==> src/rtl/dmem_port_arbiter_if.sv <==
// Bundles the CPU port, the external port and the data memory port of the
// data-memory arbiter. The arbiter takes the slave view; requesters plus
// memory sit on the master side.
interface dmem_port_arbiter_if #(
   parameter int ADDR_W = 14
);
   // CPU requester (MEM stage)
   logic              cpu_req;
   logic              cpu_we;
   logic [31:0]       cpu_addr;
   logic [31:0]       cpu_wdata;
   logic [31:0]       cpu_rdata;
   logic              cpu_ack;
   logic              stall_req;

   // External requester (loader / debug)
   logic              ext_req;
   logic              ext_we;
   logic [31:0]       ext_addr;
   logic [31:0]       ext_wdata;
   logic [31:0]       ext_rdata;
   logic              ext_ack;

   // Single-port data memory
   logic              mem_en;
   logic              mem_we;
   logic [ADDR_W-1:0] mem_addr;
   logic [31:0]       mem_wdata;
   logic [31:0]       mem_rdata;

   modport slave (
      input  cpu_req, cpu_we, cpu_addr, cpu_wdata,
      output cpu_rdata, cpu_ack, stall_req,
      input  ext_req, ext_we, ext_addr, ext_wdata,
      output ext_rdata, ext_ack,
      output mem_en, mem_we, mem_addr, mem_wdata,
      input  mem_rdata
   );

   modport master (
      output cpu_req, cpu_we, cpu_addr, cpu_wdata,
      input  cpu_rdata, cpu_ack, stall_req,
      output ext_req, ext_we, ext_addr, ext_wdata,
      input  ext_rdata, ext_ack,
      input  mem_en, mem_we, mem_addr, mem_wdata,
      output mem_rdata
   );
endinterface

==> src/rtl/dmem_port_arbiter.sv <==
// Sequences the single-port data memory and shares it between the CPU MEM
// stage (default winner) and the external port, with a starvation guard
// that forces the external port through after STARVE_LIMIT lost arbitrations.
module dmem_port_arbiter #(
   parameter int ADDR_W       = 14,
   parameter int READ_LAT     = 1,
   parameter int STARVE_LIMIT = 4
) (
   input logic                clk,
   input logic                rst,
   dmem_port_arbiter_if.slave bus
);
   localparam int LAT_W = (READ_LAT > 1) ? $clog2(READ_LAT) : 1;
   localparam int STV_W = (STARVE_LIMIT > 0) ? $clog2(STARVE_LIMIT + 1) : 1;

   typedef enum logic [1:0] {IDLE, ACCESS, WAIT, DONE} state_t;

   state_t           state_reg;
   logic [LAT_W-1:0] lat_cnt_reg;
   logic [STV_W-1:0] starve_cnt_reg;
   logic             grant_ext_reg;

   logic starved;
   logic ext_wins;
   logic any_req;
   logic unused_addr_bits;

   // Arbitration terms, only acted on while IDLE.
   assign starved  = (starve_cnt_reg == STV_W'(STARVE_LIMIT));
   assign ext_wins = bus.ext_req & (~bus.cpu_req | starved);
   assign any_req  = bus.cpu_req | bus.ext_req;

   // The pipeline stalls until the ack cycle itself releases it.
   assign bus.stall_req = bus.cpu_req & ~bus.cpu_ack;

   // Byte-offset and above-range address bits are deliberately ignored.
   assign unused_addr_bits = ^{bus.cpu_addr[31:ADDR_W+2], bus.cpu_addr[1:0],
                               bus.ext_addr[31:ADDR_W+2], bus.ext_addr[1:0]};

   // Access sequencer: arbitrate, issue, wait out read latency, ack.
   always_ff @(posedge clk) begin
      if (rst) begin
         state_reg      <= IDLE;
         lat_cnt_reg    <= '0;
         starve_cnt_reg <= '0;
         grant_ext_reg  <= 1'b0;
         bus.mem_en     <= 1'b0;
         bus.mem_we     <= 1'b0;
         bus.mem_addr   <= '0;
         bus.mem_wdata  <= '0;
         bus.cpu_rdata  <= '0;
         bus.ext_rdata  <= '0;
         bus.cpu_ack    <= 1'b0;
         bus.ext_ack    <= 1'b0;
      end else begin
         // Acks are single-cycle pulses raised only on entry to DONE.
         bus.cpu_ack <= 1'b0;
         bus.ext_ack <= 1'b0;
         case (state_reg)
            IDLE: begin
               if (ext_wins) begin
                  starve_cnt_reg <= '0;
               end else if (bus.ext_req && !starved) begin
                  starve_cnt_reg <= starve_cnt_reg + STV_W'(1);
               end
               if (any_req) begin
                  grant_ext_reg <= ext_wins;
                  bus.mem_en    <= 1'b1;
                  if (ext_wins) begin
                     bus.mem_we    <= bus.ext_we;
                     bus.mem_addr  <= bus.ext_addr[ADDR_W+1:2];
                     bus.mem_wdata <= bus.ext_wdata;
                  end else begin
                     bus.mem_we    <= bus.cpu_we;
                     bus.mem_addr  <= bus.cpu_addr[ADDR_W+1:2];
                     bus.mem_wdata <= bus.cpu_wdata;
                  end
                  state_reg <= ACCESS;
               end
            end
            ACCESS: begin
               // Memory samples the issue registers at the end of this cycle.
               bus.mem_en <= 1'b0;
               bus.mem_we <= 1'b0;
               if (bus.mem_we) begin
                  bus.cpu_ack <= ~grant_ext_reg;
                  bus.ext_ack <= grant_ext_reg;
                  state_reg   <= DONE;
               end else begin
                  lat_cnt_reg <= LAT_W'(READ_LAT - 1);
                  state_reg   <= WAIT;
               end
            end
            WAIT: begin
               if (lat_cnt_reg == '0) begin
                  if (grant_ext_reg) begin
                     bus.ext_rdata <= bus.mem_rdata;
                  end else begin
                     bus.cpu_rdata <= bus.mem_rdata;
                  end
                  bus.cpu_ack <= ~grant_ext_reg;
                  bus.ext_ack <= grant_ext_reg;
                  state_reg   <= DONE;
               end else begin
                  lat_cnt_reg <= lat_cnt_reg - LAT_W'(1);
               end
            end
            default: begin
               // DONE: requests are ignored for this one cycle.
               state_reg <= IDLE;
            end
         endcase
      end
   end
endmodule

==> src/flat_wrapper.sv <==
// flat-port wrapper written by rule: the top's interface ports become plain ports
module dmem_port_arbiter_flat 
#(
   parameter int ADDR_W       = 14,
   parameter int READ_LAT     = 1,
   parameter int STARVE_LIMIT = 4
)
  (clk, rst, bus_cpu_req, bus_cpu_we, bus_cpu_addr, bus_cpu_wdata, bus_cpu_rdata, bus_cpu_ack, bus_stall_req, bus_ext_req, bus_ext_we, bus_ext_addr, bus_ext_wdata, bus_ext_rdata, bus_ext_ack, bus_mem_en, bus_mem_we, bus_mem_addr, bus_mem_wdata, bus_mem_rdata);
  dmem_port_arbiter_if #(.ADDR_W(ADDR_W)) bus_i ();
  input logic clk;
  input logic rst;
  input wire logic [$bits(bus_i.cpu_req)-1:0] bus_cpu_req;
  input wire logic [$bits(bus_i.cpu_we)-1:0] bus_cpu_we;
  input wire logic [$bits(bus_i.cpu_addr)-1:0] bus_cpu_addr;
  input wire logic [$bits(bus_i.cpu_wdata)-1:0] bus_cpu_wdata;
  output wire logic [$bits(bus_i.cpu_rdata)-1:0] bus_cpu_rdata;
  output wire logic [$bits(bus_i.cpu_ack)-1:0] bus_cpu_ack;
  output wire logic [$bits(bus_i.stall_req)-1:0] bus_stall_req;
  input wire logic [$bits(bus_i.ext_req)-1:0] bus_ext_req;
  input wire logic [$bits(bus_i.ext_we)-1:0] bus_ext_we;
  input wire logic [$bits(bus_i.ext_addr)-1:0] bus_ext_addr;
  input wire logic [$bits(bus_i.ext_wdata)-1:0] bus_ext_wdata;
  output wire logic [$bits(bus_i.ext_rdata)-1:0] bus_ext_rdata;
  output wire logic [$bits(bus_i.ext_ack)-1:0] bus_ext_ack;
  output wire logic [$bits(bus_i.mem_en)-1:0] bus_mem_en;
  output wire logic [$bits(bus_i.mem_we)-1:0] bus_mem_we;
  output wire logic [$bits(bus_i.mem_addr)-1:0] bus_mem_addr;
  output wire logic [$bits(bus_i.mem_wdata)-1:0] bus_mem_wdata;
  input wire logic [$bits(bus_i.mem_rdata)-1:0] bus_mem_rdata;
  assign bus_i.cpu_req = bus_cpu_req;
  assign bus_i.cpu_we = bus_cpu_we;
  assign bus_i.cpu_addr = bus_cpu_addr;
  assign bus_i.cpu_wdata = bus_cpu_wdata;
  assign bus_cpu_rdata = bus_i.cpu_rdata;
  assign bus_cpu_ack = bus_i.cpu_ack;
  assign bus_stall_req = bus_i.stall_req;
  assign bus_i.ext_req = bus_ext_req;
  assign bus_i.ext_we = bus_ext_we;
  assign bus_i.ext_addr = bus_ext_addr;
  assign bus_i.ext_wdata = bus_ext_wdata;
  assign bus_ext_rdata = bus_i.ext_rdata;
  assign bus_ext_ack = bus_i.ext_ack;
  assign bus_mem_en = bus_i.mem_en;
  assign bus_mem_we = bus_i.mem_we;
  assign bus_mem_addr = bus_i.mem_addr;
  assign bus_mem_wdata = bus_i.mem_wdata;
  assign bus_i.mem_rdata = bus_mem_rdata;
  dmem_port_arbiter #(.ADDR_W(ADDR_W), .READ_LAT(READ_LAT), .STARVE_LIMIT(STARVE_LIMIT)) u_core (.clk(clk), .rst(rst), .bus(bus_i));
endmodule
==> config.mk <==
export PLATFORM = sky130hd
export DESIGN_NAME = dmem_port_arbiter_flat
export DESIGN_NICKNAME = d
export VERILOG_FILES = /design/src/rtl/dmem_port_arbiter_if.sv /design/src/rtl/dmem_port_arbiter.sv /design/src/flat_wrapper.sv
export SDC_FILE = /design/constraint.sdc
export NUM_CORES = 1
export LEC_CHECK = 0
export ABC_AREA = 1
export ABC_CLOCK_PERIOD_IN_PS = 2650
export CAP_MARGIN = 15
export CORE_MARGIN = 10
export CORE_UTILIZATION = 40
export CTS_BUF_LIST = sky130_fd_sc_hd__clkbuf_8
export CTS_CLUSTER_SIZE = 30
export DETAILED_ROUTE_END_ITERATION = 16
export PLACE_DENSITY = 0.88
export SYNTH_ARGS = -nofsm -noshare
export SYNTH_HDL_FRONTEND = slang
export SYNTH_SLANG_ARGS = --single-unit
==> constraint.sdc <==
create_clock -name clk -period 2.65 [get_ports clk]
set_clock_uncertainty 0.2 [all_clocks]
set_input_delay 0.53 -clock clk [delete_from_list [all_inputs] [get_ports clk]]
set_output_delay 0.53 -clock clk [all_outputs]
set_load 0.03 [all_outputs]
==> results.md <==
* Number of diodes at 0
* Start point of the critical path: u_core.bus.ext_rdata[15]$_SDFFE_PP0P_
* Max Buffers Root-to-Sink at 2
* Leading area contributor after synthesis: dfxtp_1
* Final min period at 2.260 ns
* Final setup viols at 0
* Antenna Nets Post-Route at 0
* CTS Root Cell: clkbuf_8
* Io pins at 281
* Critical Path End Type: output port
* Final core occ at 64.26%
* CTS tree: yes
* Sum of negative setup slack at 0 ns
* Primary FF master, synth: dfxtp_1
* GR Util All Layers at 19.45%
* Clk pin slew, worst setup/hold paths at 0.07 ns
* Num rows at 41
* Post-Synthesis Cells at 748
* Setup Buffers After CTS at 0
* Final Hold Viols at 0
* Initial drt markers at 304
* Initial Util at 40.68%
* Hold worst-path end: u_core.state_reg[1]$_SDFFE_PP0P_
* DP HPWL at 13350 um
* Die X-Extent at 133.1 um
* Post-synth EDFFs at 0
* Worst r2r src: u_core.state_reg[0]$_SDFFE_PP0P_
* Fin crit share at 85.27%
* Top post-synthesis cells by area: dfxtp_1 47%, nor2_1 17%, nand3_1 9.6%
* Drc violations at 0
* Wire per inst at 15.37 um
* Worst Path Max Fanout at 2
* Gr ovfl total at 0
* Top delay family on crit path: buffers and inverters
* Final worst-path setup slack at 0.3904 ns
* Area of the die at 17700 sq um
* Pwr dens at 1034 nW/um^2
* Routability cong. at 0.8126
* RSZ-0062 raised after global routing: no
* DIE HEIGHT at 133.1 um
* Area Growth Syn to Fin at 57.98%
* TritonCTS Sinks at 120
* Num CTS Buffers at 17
* WS Path Type: reg2out
* Number of global-route vias before repair at 5307
* Nets at 1147
* CP peak stage delay at 0.70 ns
* CP bufs+invs at 1
* PostCTS Resize Cnt at 0
* Cell Area, Synth at 5112 sq um
* Worst-path cell chain: clkdlybuf4s50_1
* Run status: finished, final reports clean
* Seq cells post-synth at 120
* Hold Startpoint: bus_ext_req
* Post-DR vias/cell at 4.777
* Commonest cells in the netlist: 226 x nor2_1, 120 x dfxtp_1, 107 x nand2_1
* IO buf count at 244
* Hold path depth at 4
* Pre-antenna DRT Iters at 5
* Detailed Route WL at 17800 um
* HP Class: in2reg
* Reg-to-reg setup timing slack at 0.63 ns
* Worst endpoint required time at 1.92 ns
* Max-cap viol count at 0
* Slowest cell on the critical path: clkdlybuf4s50_1
* Critical path arrival at 1.53 ns
* Yosys top cell area share at 46.99%
* First-pass GRT wire length at 27460 um
* Depth of the CTS H-tree at 4
* Reg2reg path depth at 6
* Core box area at 12570 sq um
* Sequential fraction of the synthesis area at 46.99%
* Total placed cells including tap cells at 1128
* Setup Slack @ Placement at 0.3547 ns
* Via Count at 5532
* Distinct cells, synth at 17
* Post-route insts no fill at 1158
* Fillers at 1073
* Lkg Pwr at 3.553 nW
* Synth Area per Inst at 6.835 sq um
* Largest net degree at the start of global routing at 93
* Async set or reset register ratio after synthesis at 0%
* CTS Hold Bufs at 0
* YS warnings at 0
* Biggest regs: u_core.bus.cpu_rdata (32), u_core.bus.ext_rdata (32), u_core.bus.mem_wdata (32)
* Antenna violations before repair at 0
* Worst R2R End: u_core.bus.cpu_rdata[17]$_SDFFE_PP0P_
* Critical Path Start Type: flip-flop
* Clk Latency, worst-skew pair at 0.45 ns
* Net Count, Synth at 920
* Max-slew headroom at 28.56%
* Worst VDD drop at 0.4693 mV
* Count leader, synth: nor2_1
* Hold Slack at 0.2285 ns
* Layout cells sized above 1 at 4.767%
* Max Slew Vio Count at 0
* Max Clk Rate at 0.4426 GHz
* Worst Tran Pin Value at 1.070 ns
[per-stage QoR]
stage / instance area (sq um) / total power, mW
3_5_place_dp: 7635 / 6.528
3_3_place_gp: 7635 / 6.450
6_report: 8077 / 8.350
4_1_cts: 8077 / 8.420
5_1_grt: 8077 / 8.887
2_1_floorplan: 5112 / 5.029
[metal layers]
metal	global-route usage, %	part of all wire [%]	up-vias
li1	-	-	2790
met1	19.93	37	2455
met2	31.79	47	254
met3	11.09	14	33
met4	8.435	3.0	0
met5	0	0	-
[power breakdown]
group | internal, mW | switching (mW)
clock | 1.15 | 0.717
sequential | 2.31 | 0.263
combinational | 1.53 | 2.38
[kinds of logic after synthesis]
| kind of cell | synth area share, % |
|---|---|
| AO/OA/AOI/OAI | 7.538 |
| XOR/XNOR | 0.1713 |
| adder cells (fa/ha/maj) | 1.468 |
| buffers and inverters | 9.569 |
| flip-flops | 46.99 |
| AND/OR/NAND/NOR | 34.26 |
[placed cells by master, fill, tap and decap left out]
cell	netlist	final
buf_12	0	2
o21ai_0	65	65
nor3_1	1	1
o21ai_1	4	4
ha_1	6	6
nand3_1	98	98
nor2_2	1	1
clkinv_2	0	3
a21oi_1	8	8
clkinvlp_4	0	1
nand2_1	107	107
buf_4	8	13
inv_1	61	63
xor2_1	1	1
clkbuf_8	0	19
clkdlybuf4s50_1	0	241
dfxtp_1	120	120
nor2_4	0	1
bufinv_16	0	5
buf_2	10	2
nor2_1	226	225
[worst max-delay path by stage]
stage,end,slack [ns],depth (start not counted)
global placement,u_core.bus.mem_addr[1]$_SDFFE_PP0P_,0.39,7
detailed placement,u_core.bus.mem_addr[1]$_SDFFE_PP0P_,0.35,7
finish,bus_ext_rdata[15],0.39,1
global route,bus_mem_wdata[10],0.33,1
CTS,bus_ext_rdata[15],0.35,1
floorplan,bus_stall_req,0.97,2
[cell type report]
cell class | count | area (sq um) | area share [%]
multi-input cells | 517 | 2228 | 27.59
inverters | 61 | 229.0 | 2.835
repair buffers | 258 | 2560 | 31.70
clock inverters | 11 | 180.2 | 2.231
well taps | 172 | 215.2 | 2.665
clock buffers | 19 | 261.5 | 3.238
flip-flops and latches | 120 | 2402 | 29.74
Power figures use the tool's default switching activity.
